**src/rtl/regfile_write_arbiter_if.sv**
```systemverilog
// Handshake and write-port bundle between two write requesters, the arbiter
// and a 32x32 register file.
// Ports: ReqA_*/ReqB_* valid/register/data/ready per requester;
//        RegWrite/WriteRegister/WriteData register-file write port; Busy init flag.
interface regfile_write_arbiter_if;
  logic        ReqA_Valid;
  logic [4:0]  ReqA_Register;
  logic [31:0] ReqA_Data;
  logic        ReqA_Ready;
  logic        ReqB_Valid;
  logic [4:0]  ReqB_Register;
  logic [31:0] ReqB_Data;
  logic        ReqB_Ready;
  logic        RegWrite;
  logic [4:0]  WriteRegister;
  logic [31:0] WriteData;
  logic        Busy;

  // Arbiter side.
  modport slave (
    input  ReqA_Valid, ReqA_Register, ReqA_Data,
    input  ReqB_Valid, ReqB_Register, ReqB_Data,
    output ReqA_Ready, ReqB_Ready,
    output RegWrite, WriteRegister, WriteData, Busy
  );

  // Requester / register-file side.
  modport master (
    output ReqA_Valid, ReqA_Register, ReqA_Data,
    output ReqB_Valid, ReqB_Register, ReqB_Data,
    input  ReqA_Ready, ReqB_Ready,
    input  RegWrite, WriteRegister, WriteData, Busy
  );
endinterface

```
**src/rtl/regfile_write_arbiter.sv**
```systemverilog
// Round-robin arbiter merging two register-file write requesters onto one
// registered write port (one cycle latency, one write per cycle, reg 0 dropped).
// Ports: Clk, Reset (async, active-high), bus (regfile_write_arbiter_if.slave).
// Optional macro REGFILE_ARB_INIT_EN: after reset, write INIT_DATA to regs 1..31
// (31 cycles, Busy=1, requests ignored) before arbitration starts.
module regfile_write_arbiter #(
  parameter logic [31:0] INIT_DATA = 32'd0
) (
  input logic                    Clk,
  input logic                    Reset,
  regfile_write_arbiter_if.slave bus
);

  logic        ptr_b;      // 1: requester B wins a tie, 0: requester A wins
  logic        arb_active;
  logic        grant_a;
  logic        grant_b;
  logic [4:0]  sel_reg;
  logic [31:0] sel_data;

`ifdef REGFILE_ARB_INIT_EN
  typedef enum logic {ST_INIT, ST_ARB} state_t;
  state_t     state;
  logic [4:0] init_cnt;

  assign arb_active = (state == ST_ARB);
`else
  assign arb_active = 1'b1;
`endif

  assign bus.Busy = ~arb_active;

  // A lone valid always wins; on a tie the pointer decides.
  always_comb begin
    grant_a = arb_active & bus.ReqA_Valid & (~bus.ReqB_Valid | ~ptr_b);
    grant_b = arb_active & bus.ReqB_Valid & (~bus.ReqA_Valid |  ptr_b);
  end

  assign bus.ReqA_Ready = grant_a;
  assign bus.ReqB_Ready = grant_b;
  assign sel_reg        = grant_b ? bus.ReqB_Register : bus.ReqA_Register;
  assign sel_data       = grant_b ? bus.ReqB_Data     : bus.ReqA_Data;

  always_ff @(posedge Clk or posedge Reset) begin
    if (Reset) begin
      // Clearing the write port also discards an accepted-but-unwritten request.
      bus.RegWrite      <= 1'b0;
      bus.WriteRegister <= 5'd0;
      bus.WriteData     <= 32'd0;
      ptr_b             <= 1'b0;
`ifdef REGFILE_ARB_INIT_EN
      state             <= ST_INIT;
      init_cnt          <= 5'd1;
`endif
    end else begin
      bus.RegWrite <= 1'b0;
`ifdef REGFILE_ARB_INIT_EN
      if (state == ST_INIT) begin
        bus.RegWrite      <= 1'b1;
        bus.WriteRegister <= init_cnt;
        bus.WriteData     <= INIT_DATA;
        init_cnt          <= init_cnt + 5'd1;
        // Arbitration opens in the same cycle reg 31 is on the write port.
        if (init_cnt == 5'd31) begin
          state <= ST_ARB;
        end
      end
`endif
      // Grants are gated off during init, so this never collides with it.
      if (grant_a | grant_b) begin
        ptr_b <= grant_a;
        // Reg 0 handshakes complete but are not forwarded; the write port
        // address/data keep their previous values.
        if (sel_reg != 5'd0) begin
          bus.RegWrite      <= 1'b1;
          bus.WriteRegister <= sel_reg;
          bus.WriteData     <= sel_data;
        end
      end
    end
  end

endmodule

```
**src/flat_wrapper.sv**
```systemverilog
// flat-port wrapper written by rule: the top's interface ports become plain ports
module regfile_write_arbiter_flat 
#(
  parameter logic [31:0] INIT_DATA = 32'd0
)
  (Clk, Reset, bus_ReqA_Valid, bus_ReqA_Register, bus_ReqA_Data, bus_ReqB_Valid, bus_ReqB_Register, bus_ReqB_Data, bus_ReqA_Ready, bus_ReqB_Ready, bus_RegWrite, bus_WriteRegister, bus_WriteData, bus_Busy);
  regfile_write_arbiter_if bus_i ();
  input logic Clk;
  input logic Reset;
  input wire logic [$bits(bus_i.ReqA_Valid)-1:0] bus_ReqA_Valid;
  input wire logic [$bits(bus_i.ReqA_Register)-1:0] bus_ReqA_Register;
  input wire logic [$bits(bus_i.ReqA_Data)-1:0] bus_ReqA_Data;
  input wire logic [$bits(bus_i.ReqB_Valid)-1:0] bus_ReqB_Valid;
  input wire logic [$bits(bus_i.ReqB_Register)-1:0] bus_ReqB_Register;
  input wire logic [$bits(bus_i.ReqB_Data)-1:0] bus_ReqB_Data;
  output wire logic [$bits(bus_i.ReqA_Ready)-1:0] bus_ReqA_Ready;
  output wire logic [$bits(bus_i.ReqB_Ready)-1:0] bus_ReqB_Ready;
  output wire logic [$bits(bus_i.RegWrite)-1:0] bus_RegWrite;
  output wire logic [$bits(bus_i.WriteRegister)-1:0] bus_WriteRegister;
  output wire logic [$bits(bus_i.WriteData)-1:0] bus_WriteData;
  output wire logic [$bits(bus_i.Busy)-1:0] bus_Busy;
  assign bus_i.ReqA_Valid = bus_ReqA_Valid;
  assign bus_i.ReqA_Register = bus_ReqA_Register;
  assign bus_i.ReqA_Data = bus_ReqA_Data;
  assign bus_i.ReqB_Valid = bus_ReqB_Valid;
  assign bus_i.ReqB_Register = bus_ReqB_Register;
  assign bus_i.ReqB_Data = bus_ReqB_Data;
  assign bus_ReqA_Ready = bus_i.ReqA_Ready;
  assign bus_ReqB_Ready = bus_i.ReqB_Ready;
  assign bus_RegWrite = bus_i.RegWrite;
  assign bus_WriteRegister = bus_i.WriteRegister;
  assign bus_WriteData = bus_i.WriteData;
  assign bus_Busy = bus_i.Busy;
  regfile_write_arbiter #(.INIT_DATA(INIT_DATA)) u_core (.Clk(Clk), .Reset(Reset), .bus(bus_i));
endmodule
```
**config.mk**
```make
export PLATFORM = sky130hd
export DESIGN_NAME = regfile_write_arbiter_flat
export DESIGN_NICKNAME = d
export VERILOG_FILES = /design/src/rtl/regfile_write_arbiter_if.sv /design/src/rtl/regfile_write_arbiter.sv /design/src/flat_wrapper.sv
export SDC_FILE = /design/constraint.sdc
export NUM_CORES = 1
export LEC_CHECK = 0
export ABC_AREA = 1
export BUFFER_PORTS_ARGS = -buffer_cell sky130_fd_sc_hd__buf_2
export CAP_MARGIN = 40
export CORE_MARGIN = 5
export CORE_UTILIZATION = 30
export CTS_BUF_LIST = sky130_fd_sc_hd__clkbuf_4
export CTS_CLUSTER_SIZE = 10
export DETAILED_ROUTE_END_ITERATION = 12
export SYNTH_ARGS = -nofsm -noshare
export SYNTH_HDL_FRONTEND = slang
export SYNTH_SLANG_ARGS = --single-unit
```
**constraint.sdc**
```tcl
create_clock -name Clk -period 1.8 [get_ports Clk]
set_input_delay 0.18 -clock Clk [delete_from_list [all_inputs] [get_ports Clk]]
set_output_delay 0.18 -clock Clk [all_outputs]
set_load 0.03 [all_outputs]
```
Word level (Yosys, flattened, before mapping). Index checks and enable logic that the tools add are counted.

Muxes and demuxes: 4. Reduce and logical (&&, ||, !) cells: 2. Bitwise operators: 8.

Operators with widths (number): $mux W32 (1); $mux W5 (1); $reduce_bool A5 Y1 (1); $not A1 Y1 (3); $or A1 B1 Y1 (3); $and A1 B1 Y1 (2); $mux W1 (2); $reduce_and A2 Y1 (1).

Output and inout bits: 41. Bits of input ports: 78. Word-level logic and storage cells: 18. Register bits: 39.

Logic depth before layout (Yosys ltp).
Word-level depth: 7. Mapped depth: 11. Mapped depth without buffers: 10.

Worst setup path after synthesis. Ideal clock, no wire load.

Kind: reg-to-reg. Start: reg u_core.ptr_b. End: reg u_core.bus.WriteData[0]. Setup slack: 0.371 ns. Setup time: 0.118 ns. Data required time: 1.682 ns. Data arrival time: 1.311 ns. Cell stages (with the launch flop): 12. Clock period less this slack: 1.429 ns. Buffers on the path: 1. Cells stage by stage: dfrtp_1 -> inv_2 -> nand2_2 -> nand2_2 -> nand2_1 -> nand2_1 -> nand2_1 -> nor2_1 -> nand2_2 -> buf_4 -> nand3_1 -> nand2_1.

Longest elaborated chain between the ends: 5. Elaborated cells on any way between the ends: 10. Classes of those cells: 2 x mux; 6 x bitwise; 2 x reduce/logical.

RTL lines: start: declaration (line regfile_write_arbiter.sv:14) `logic ptr_b;`; start signal: assignment (line regfile_write_arbiter.sv:71) `ptr_b <= grant_a;`; $or A1 B1 Y1 / $not A1 Y1 (equally long branches) (line regfile_write_arbiter.sv:36, regfile_write_arbiter.sv:35); $and A1 B1 Y1 / $or A1 B1 Y1 (equally long branches) (line regfile_write_arbiter.sv:36, regfile_write_arbiter.sv:35); $mux W5 / $and A1 B1 Y1 (equally long branches) (line regfile_write_arbiter.sv:41, regfile_write_arbiter.sv:35); $reduce_bool A5 Y1 / $or A1 B1 Y1 (equally long branches) (line regfile_write_arbiter.sv:74, regfile_write_arbiter.sv:70); $reduce_and A2 Y1 (no line); end signal: assignment (line regfile_write_arbiter.sv:77) `bus.WriteData <= sel_data;`; end: declaration (line regfile_write_arbiter_if.sv:24) `output RegWrite, WriteRegister, WriteData, Busy`.

Several ways; a longest one is shown, not always the timed one. A chain may end at the register's enable or synchronous reset.

Worst setup path after layout.
Start: reg u_core.ptr_b. End: out bus_ReqB_Ready.

Longest elaborated chain between the ends: 2.

RTL lines: $or A1 B1 Y1 (line regfile_write_arbiter.sv:36) `grant_b = arb_active & bus.ReqB_Valid & (~bus.ReqA_Valid | ptr_b);`; $and A1 B1 Y1 (line regfile_write_arbiter.sv:36); end: declaration (line flat_wrapper.sv:17) `output wire logic [$bits(bus_i.ReqB_Ready)-1:0] bus_ReqB_Ready;`.

No other way between the ends.

==> reports/metrics.csv <==
metric,value,unit
worst_pin_slew,0.754,ns
fin_worst_skew,0.00896,ns
start_util,0.313,
status,finished clean,
grt.overflow.total,0,
antenna_found_initial,0,
irDropWorstVdd,0.284,mV
clock_path_buffers,2,
fill_cells,752,
tns,0,ns
synth_nets,392,
crit_type,reg -> out,
cts_resized,0,
drt-total-wl,6230,um
cts.sink_count,39,
cp.required,1.62,ns
multi_input_area,987,um^2
yosysUniqueCellTypes,18,
setup_viol,0,
drv_cap,0,
drive_above_1_share,0.339,
regArea,976,um^2
design.core.area,6870,um^2
syn_area,2150,um^2
rows,30,
p_total,2.47,mW
clkLatencyLatePin,0.34,ns
hpwl,4690,um
clock-root-buffer,clkbuf_4,
die_y,94.6,um
drtIter0Drc,55,
io_pins,119,
r2r_slack,0.23,ns
power.density,852,nW/um^2
synthTopCellsByArea,"dfrtp_1 45%, nand2_1 31%, nand3_1 10%",
max_stage_delay,0.44,ns
cts_buffers,5,
numPortBuffers,117,
nets,508,
final_area,2900,um^2
final_util,0.421,
hold_path_class,in -> reg,
cp-end-kind,output port,
hold_ws,0.150,ns
cp.arrival,1.42,ns
path_clk_slew,0.12,ns
maxSlewHeadroom,0.494,
dp.cells,518,
routed_via_density,4.31,
cp_cell_sequence,nand2_4 -> nand2_4 -> buf_4 -> buf_2,
die_w,94.6,um
ys_seq_area_frac,0.454,
crit_top_cell,nand2_4,
vias,2269,
ys_async_sr_fraction,1.00,
grt_usage,0.139,
layout_setup_ws,0.196,ns
p_leak,1.80,nW
cpMaxStageDelayCell,dfrtp_1,
ys.warnings.count,0,
drcViolationCount,0,
hold_buffers,1,
min_period_over_period,0.891,
cp_max_fo,17,
synth_edf_count,0,
finalWeightedCongestion,0.782,
grt_max_degree,38,
final_cell_count_no_fill,527,
dieArea,8960,um^2
n_antenna_cell,0,
finalMaxSlewViolations,0,
synthFlopType,dfrtp_1,
final_antenna_net_count,0,
grt_pass1_wl,9900,um
cts_tree,built,
wl_per_cell,11.8,um
synth_area_per_cell,6.85,um^2
yosysTopAreaCell,dfrtp_1,
grt_pass1_vias,2150,
cts_setup_buffers,0,
max_freq,623,MHz
synth_top_cell_area_share,0.454,
dp_slack,0.271,ns
rsz0062_at_grt,false,
ys_ff_latch,39,
ctsHtreeMaxLevel,2,
synthToLayoutAreaGrowth,34.7,%
dr.pass1.iters,4,
finalHoldViolCount,0,
dpl_cell_area,2830,um^2
netlist_instances,314,
period_needed,1.60,ns
start_kind,flip-flop,
-- cells in the final DEF, fill, tap and decap left out, drive strengths merged --
cell type    count
a21oi            1
buf            127
clkbuf           7
clkinv           2
conb             1
dfrtp           39
dlygate4sd3      1
inv             18
nand2          188
nand3           43
nand3b           1
nor2             1
o21ai            1
o21bai           1
-- per-layer routing --
layer	vias up	part of all wire	wire (um)	global-route usage
li1	1188	-	-	-
met1	1007	0.44	2770	0.175
met2	70	0.48	2970	0.236
met3	4	0.070	439	0.0343
met4	0	0.0077	48	0.0397
met5	-	0	0	0
-- power by group --
part           switching, mW  internal [mW]
logic                  0.621          0.301
clock network          0.284          0.183
registers             0.0711           1.01
total                  0.976           1.49
-- synth_stat cells, types with 2 or more instances --
cell      instances
buf_1             3
buf_2             2
buf_4             5
buf_6             3
clkbuf_1          6
dfrtp_1          39
inv_1            17
inv_2             2
nand2_1         180
nand2_2           6
nand2_4           2
nand3_1          43
-- kinds of logic (layout without fill, tap and decap cells) --
group / Yosys count / in the layout / share of synthesized area
other: 1 / 1 / 0.00174
and+or+nand+nor: 233 / 233 / 0.448
AOI/OAI and AO/OA: 3 / 3 / 0.00989
buffers and inverters: 38 / 155 / 0.0867
DFF: 39 / 39 / 0.454
-- critical path, delay by kind of cell (launching register included) --
kind	cells	cell delay, ns
and+or+nand+nor	2	0.19
DFF	1	0.44
buffers and inverters	2	0.45
-- cell type report --
cell class                 instances  area share
multi-input combinational        237       0.341
timing repair buffer             128       0.236
sequential                        39       0.337
inverter                          19      0.0246
tap                               96      0.0415
clock buffer                       7      0.0182
clock inverter                     1     0.00173
-- path summary, 6_finish.rpt --
| check | to | cells after the start | start |
|---|---|---|---|
| max | bus_ReqB_Ready | 4 | u_core.ptr_b |
| min | u_core.ptr_b | 3 | bus_ReqA_Valid |
| max reg2reg | u_core.bus.WriteData[1] | 10 | u_core.ptr_b |
| min reg2reg | u_core.bus.WriteData[30] | 2 | u_core.bus.WriteData[30] |
| max in group asynchronous | u_core.bus.WriteData[5] | 4 | Reset |
| min in group asynchronous | u_core.bus.WriteData[7] | 3 | Reset |
-- sequential cells by signal (all words and copies together), names as in the netlist --
signal	count
u_core.bus.RegWrite	1
u_core.bus.WriteData	32
u_core.bus.WriteRegister	5
u_core.ptr_b	1
Note: power is estimated with default switching activity, not from simulation.
